### src/rtl/mips_ctrl_pkg.sv
// mips_ctrl_pkg: shared state, command and HALT encodings for the MIPS execution controller.
package mips_ctrl_pkg;
    typedef enum logic [2:0] {IDLE, RUN, STEP, DRAIN, HALTED} state_t;
    localparam logic [1:0] CMD_NOP  = 2'b00;
    localparam logic [1:0] CMD_RUN  = 2'b01;
    localparam logic [1:0] CMD_STEP = 2'b10;
    localparam logic [1:0] CMD_STOP = 2'b11;
    localparam logic [31:0] HALT_WORD_DEFAULT = 32'hFFFF_FFFF;
endpackage

### src/rtl/sat_counter.sv
// sat_counter: up-counter with enable and sync clear that sticks at all-ones.
module sat_counter #(
    parameter int W = 32
) (
    input  logic         clk,
    input  logic         clr,
    input  logic         en,
    output logic [W-1:0] count
);
    always_ff @(posedge clk) begin
        if (clr) count <= '0;
        else if (en && count != '1) count <= count + 1'b1;
    end
endmodule

### src/rtl/exec_controller.sv
// exec_controller: gates PC write and pipeline enable for debug RUN/STEP/STOP,
// freezing the PC on HALT and draining in-flight instructions before reporting halted.
module exec_controller
    import mips_ctrl_pkg::*;
#(
    parameter int               NBITS     = 32,
    parameter int               NSTAGES   = 5,
    parameter int               CNT_BITS  = 32,
    parameter logic [NBITS-1:0] HALT_WORD = NBITS'(HALT_WORD_DEFAULT)
) (
    input  logic                i_clk,
    input  logic                i_reset,
    input  logic                i_cmd_valid,
    input  logic [1:0]          i_cmd,
    output logic                o_cmd_ready,
    input  logic [NBITS-1:0]    i_instr,
    output logic                o_pipe_en,
    output logic                o_pc_we,
    output logic                o_step_done,
    output logic                o_halted,
    output logic                o_busy,
    output logic [CNT_BITS-1:0] o_cycle_count
);
    localparam int DW = $clog2(NSTAGES) + 1;
    localparam logic [DW-1:0] DRAIN_LOAD = DW'(NSTAGES - 1);

    state_t        state, state_nx;
    logic [DW-1:0] drain_cnt, drain_nx;
    logic          halt_det, accept;

    assign halt_det    = i_instr == HALT_WORD;
    assign o_pipe_en   = state inside {RUN, STEP, DRAIN};
    assign o_pc_we     = o_pipe_en && !halt_det && state != DRAIN;
    assign o_cmd_ready = state inside {IDLE, RUN, HALTED};
    assign accept      = i_cmd_valid && o_cmd_ready;

    always_comb begin
        state_nx = state;
        drain_nx = drain_cnt;
        case (state)
            IDLE:   state_nx = !accept ? IDLE : i_cmd == CMD_RUN ? RUN : i_cmd == CMD_STEP ? STEP : IDLE;
            RUN: begin
                // HALT wins over any command offered in the same cycle; that command is still consumed
                if (halt_det) begin
                    state_nx = DRAIN;
                    drain_nx = DRAIN_LOAD;
                end else if (accept && i_cmd == CMD_STOP) state_nx = IDLE;
            end
            STEP: begin
                state_nx = halt_det ? DRAIN : IDLE;
                drain_nx = halt_det ? DRAIN_LOAD : drain_cnt;
            end
            DRAIN: begin
                // leave on the last drain cycle; a zero load still spends one cycle here
                drain_nx = drain_cnt - DW'(drain_cnt != '0);
                state_nx = drain_cnt <= DW'(1) ? HALTED : DRAIN;
            end
            default: state_nx = state;
        endcase
    end

    always_ff @(posedge i_clk) begin
        if (i_reset) begin
            state       <= IDLE;
            drain_cnt   <= '0;
            o_step_done <= 1'b0;
            o_halted    <= 1'b0;
            o_busy      <= 1'b0;
        end else begin
            state       <= state_nx;
            drain_cnt   <= drain_nx;
            o_step_done <= state == STEP && state_nx == IDLE;
            o_halted    <= state_nx == HALTED;
            o_busy      <= state_nx inside {RUN, STEP, DRAIN};
        end
    end

    sat_counter #(.W(CNT_BITS)) u_cycles (
        .clk   (i_clk),
        .clr   (i_reset),
        .en    (o_pipe_en),
        .count (o_cycle_count)
    );
endmodule

### config.mk
export PLATFORM = sky130hd
export DESIGN_NAME = exec_controller
export DESIGN_NICKNAME = d
export VERILOG_FILES = /design/src/rtl/mips_ctrl_pkg.sv /design/src/rtl/sat_counter.sv /design/src/rtl/exec_controller.sv
export SDC_FILE = /design/constraint.sdc
export NUM_CORES = 1
export LEC_CHECK = 0
export ABC_CLOCK_PERIOD_IN_PS = 2200
export BUFFER_PORTS_ARGS = -buffer_cell sky130_fd_sc_hd__buf_4
export CAP_MARGIN = 20
export CORE_ASPECT_RATIO = 1.1
export CORE_UTILIZATION = 51
export CTS_CLUSTER_SIZE = 10
export DETAILED_ROUTE_END_ITERATION = 16
export PLACE_DENSITY_LB_ADDON = 0.08
export SKIP_LAST_GASP = 1
export SYNTH_ARGS = -nofsm -noshare
export SYNTH_HDL_FRONTEND = slang
export SYNTH_SLANG_ARGS = --single-unit
### constraint.sdc
create_clock -name i_clk -period 2.2 [get_ports i_clk]
set_clock_uncertainty 0.15 [all_clocks]
set_input_delay 0.44 -clock i_clk [delete_from_list [all_inputs] [get_ports i_clk]]
set_output_delay 0.44 -clock i_clk [all_outputs]
set_load 0.01 [all_outputs]
Word level (Yosys, flattened, before mapping):

Index checks and enable logic that the tools add are counted.

* reductions and logical operators: 16
* equal/unequal tests: 15
* add/subtract/negate cells: 2
* multiplexer cells: 10
* $lt $le $gt $ge: 1

Operator list (number)
* adder 32 x 1 -> 32 bit, second input constant: 1
* equality test 32 bit, second input constant: 1
* != test 32 bit, second input constant: 1
* equality test 3 x 2 -> 1 bit, second input constant: 4
* case mux 3 bit (4 select lines): 1
* two-way mux 3 bit: 3
* nonzero test 3 bit: 3
* two-way mux 2 bit: 4
* case mux 4 bit (2 select lines): 1
* equality test 3 x 1 -> 1 bit, second input constant: 2
* equality test 3 bit, second input constant: 2
* logical AND 1 bit: 6
* logical NOT 3 bit: 2
* equality test 2 bit, second input constant: 2
* <= comparator 4 x 1 -> 1 bit, second input constant: 1
* two-way mux 4 bit: 1
* nonzero test 4 bit: 1
* subtractor 4 x 1 -> 4 bit: 1
* != test 3 x 2 -> 1 bit, second input constant: 1
* equality test 2 x 1 -> 1 bit, second input constant: 1
* != test 2 x 1 -> 1 bit, second input constant: 1
* AND reduction 2 bit: 1
* nonzero test 2 bit: 1
* OR reduction 2 bit: 1
* logical NOT 1 bit: 1

* flip-flop bits (word level): 42
* logic and storage cells: 50

Longest topological paths before layout:

* word-level depth: 9
* gate-level depth with buffers: 9
* depth with buffers taken out: 9

By module:

From an unflattened synthesis, not the netlist that was laid out.

* cell total of the unflattened synthesis: 281
* area, all modules: 2379.8 um^2

By module, submodules not included
* sat_counter: instances 1, area an instance 1674.1 um^2, seq. area each 640.6 um^2, cells each 199
* exec_controller: instances 1, area an instance 705.7 um^2, seq. area each 200.2 um^2, cells each 82

Worst setup path before layout:

OpenSTA, ideal clock, no wires.

* path type: reg2reg
* start point: register u_cycles.count[24]
* end point: register u_cycles.count[17]
* stages on the path, launching flop included: 7
* slack: 0.086 ns
* arrival: 1.841 ns
* setup time: 0.123 ns
* path through: dfxtp_1 nand4_1 or2_1 nor4_4 buf_4 nor4_1 mux2_1

* cells in the longest elaborated chain, start to end: 2

RTL lines
* start, declared: line sat_counter.sv:8 `output logic [W-1:0] count`
* start signal, assigned: line sat_counter.sv:12 `else if (en && count != '1) count <= count + 1'b1;`
* != test 32 bit: line sat_counter.sv:12
* logical AND 1 bit: line sat_counter.sv:12

Every way passes these cells.
A chain may end at the register's enable or synchronous reset.

Worst setup path after layout:

* start point: register u_cycles.count[6]
* end point: register u_cycles.count[29]

* cells in the longest elaborated chain, start to end: 2

RTL lines
* parallel branches: the longest is 2 deep, another holds adder 32 x 1 -> 32 bit

Parallel ways; which one is timed is not known.

==> summary.txt <==
Flow run
  • MaxCap Viol Count: 0

GRT
  • Total track usage: 27.2%
  • Antenna violations before repair: 0
  • Grt ovf: 0
  • First-pass GRT wire length: 10.4 mm
  • Number of global-route vias before repair: 2405
  • Largest net degree at the start of global routing: 43

Clock tree
  • Root Driver: clkbuf_8
  • CTS hold repair buffers: 0
  • Max Root-Sink Buffers: 2
  • Clock Latency Late Sink: 0.30 ns
  • CTS Sinks: 42
  • CTS Buf Count: 5
  • TritonCTS clock tree: yes
  • H-Tree Depth: 2
  • Clk pin slew, worst setup/hold paths: 0.08 ns

Timing
  • Final setup vio count: 0
  • Final hold vios: 0
  • Fmax: 0.464 GHz
  • Max-slew violations: 0
  • Slew HR: 70.3%
  • Setup TNS: 0 ns
  • Worst slew pin tran: 0.446 ns
  • Min cycle time layout: 2.15 ns
  • Final worst path period share: 97.9%

Logic synthesis
  • Synth Area in Compound Gates: 18.8%
  • Yosys warns: 0
  • Avg Synthesized Cell Area: 8.19 um^2
  • Post-synthesis cell count: 289
  • Top area cells in the synthesized netlist: dfxtp_1 36%, or4_1 6.7%, a21oi_1 6.1%, nand4_1 5.8%, o31ai_1 5.1%
  • Top cell type's share of synthesized area: 35.5%
  • Mux cell area share after synthesis: 0.952%
  • EDFF count, synth: 0
  • Xor/xnor share of the synthesized area: 2.22%
  • Largest family of logic cells by synthesized area: simple AND/OR/NAND/NOR gates
  • Unique masters post-synth: 47
  • Mapped Area: 2370 um^2
  • Synthesized flop and latch total: 42
  • Simple-gate share of the synthesized area: 36.1%
  • Register area share after synthesis: 35.5%
  • Post-Synth Adder-Cell Area: 1.59%
  • Synth area leader: dfxtp_1
  • Top_reg_cell synth: dfxtp_1
  • Asr flop ratio synth: 0%
  • Net count after synthesis: 329

Setup path
  • Crit. End Element: register
  • Critical-path cell list: and4_4, nand3_4, or4_1, or4_4, a21oi_2
  • Setup CP Type: reg -> reg
  • Critical Path RT: 2.29 ns
  • Critical path data arrival time: 2.24 ns
  • CP max stage cell: or4_1
  • Cell family with most CP delay: simple AND/OR/NAND/NOR gates
  • Crit path launch type: register
  • Bufs and invs on worst path: 0
  • CP peak stage delay: 0.57 ns
  • Worst Path Max Fanout: 9

Final layout
  • Commonest non-fill, non-tap cell in the layout: buf_4
  • Layout cells sized above 1: 35.2%
  • Syn-to-layout area delta: 39.4%
  • Ant diodes: 0
  • Post-route design area: 3300 um^2
  • # fillers: 373
  • Most frequent cells in the layout: 110 x buf_4, 37 x dfxtp_1, 27 x a21oi_1, 22 x nand4_1, 21 x nand2_1
  • Final #Nets: 428

Placement
  • I/O Buffers: 74
  • Detailed placement HPWL: 4.81 mm
  • Post-placement cell area: 3170 um^2
  • GPL Wtd Cong: 0.849

Worst hold path
  • Hold WC Path Type: reg -> reg

Pwr
  • PwrDens: 423 nW/um^2
  • Leak pwr: 1.29 nW
  • VDD IR max: 0.278 mV

Floorplanning
  • Die X: 66.9 um
  • Initial Util: 54.0%
  • Top Ports: 75
  • Die Ht: 73.4 um
  • Core area: 4380 um^2
  • Row count: 25
  • Die ar.: 4920 um^2

Detailed routing
  • Router iterations before antenna repair: 4
  • Antenna viol nets, final: 0
  • Initial DRC Count: 192
  • Detailed Route WL: 6.54 mm
  • Via density per instance: 5.99
  • Vias after detailed routing: 2655
  • WL/cell: 14.8 um
  • DRC viols: 0

Run status
  • Status: complete, no violations
[synthesized netlist by cell type, types with 3 or more instances]
library cell,number
buf_4,4
or3_1,9
o21ai_0,11
and4_1,5
o31ai_1,16
nor2_1,14
and2_1,3
xnor2_1,5
ha_1,3
a21oi_1,29
nand4_1,22
or4_1,21
nand2_1,21
nor3_1,5
inv_1,4
nand3_1,11
nor4_1,9
o32ai_1,3
buf_2,4
dfxtp_1,42
and3_1,5
clkbuf_1,10
[layout make-up]
type,count,area [um^2],area share (%)
Multi-Input combinational cell,222,1430,43.2
Clock buffer,7,86.3,2.62
Clock inverter,1,5.00,0.152
Tap cell,54,67.6,2.05
Inverter,6,22.5,0.683
Timing Repair Buffer,111,846,25.6
Sequential cell,42,847,25.7
[layer usage]
metal / track usage (%) / part of all wire (%)
met4: 10.9 / 1.7
met1: 31.3 / 42
met2: 48.6 / 51
met5: 0 / 0
met3: 5.43 / 4.8
[per-stage QoR]
stage / util, % / hold WS [ns] / cells / total power [mW] / setup slack [ns]
after global routing: 75.3 / 0.344 / 443 / 1.44 / -0.00406
final: 75.3 / 0.317 / 443 / 1.40 / 0.0462
after CTS: 74.5 / 0.319 / 441 / 1.40 / 0.0161
after floorplan: - / 0.290 / 289 / 0.818 / 0.0857
after detailed placement: 72.5 / 0.307 / 433 / 0.885 / 0.0598
after global placement: 72.5 / 0.301 / 433 / 0.882 / 0.111
[final timing paths]
path | cells after the start | endpoint | startpoint | slack [ns]
hold reg to reg | 2 | drain_cnt[0] | drain_cnt[0] | 0.32
setup / recovery | 5 | u_cycles.count[29] | u_cycles.count[6] | 0.05
hold / removal | 2 | drain_cnt[0] | drain_cnt[0] | 0.32
setup reg to reg | 5 | u_cycles.count[29] | u_cycles.count[6] | 0.05
[worst reg2reg max path: cells and delay by family, from the launching register on]
| family | cells | cell delay, ns |
|---|---|---|
| AO/OA/AOI/OAI | 1 | 0.15 |
| flip-flops | 1 | 0.36 |
| AND/OR/NAND/NOR | 4 | 1.42 |
[where the power goes]
group,total [mW],switching [mW],leakage (nW),internal [mW]
logic,0.104,0.0461,0.905,0.0579
registers,0.764,0.00216,0.341,0.762
clock network,0.528,0.275,0.0482,0.254
total,1.40,0.323,1.29,1.07
[cell families (layout without fill, tap and decap cells)]
kind of cell,after synthesis,in the layout
buffers and inverters,25,125
flip-flops,42,42
AO/OA/AOI/OAI,71,71
AND/OR/NAND/NOR,140,140
adder cells (fa/ha/maj),3,3
XOR/XNOR,6,6
multiplexers,2,2
[timing repair]
action	CTS	global route
gates resized for setup	0	9
setup buffers	0	2
endpoints found under the setup margin	0	9
[state kept, by name, indices dropped and copies added, names as in the netlist]
| register | cells |
|---|---|
| state | 3 |
| drain_cnt | 4 |
| o_halted | 1 |
| u_cycles.count | 32 |
| o_busy | 1 |
| o_step_done | 1 |
Note: power is estimated with default switching activity, not from simulation.
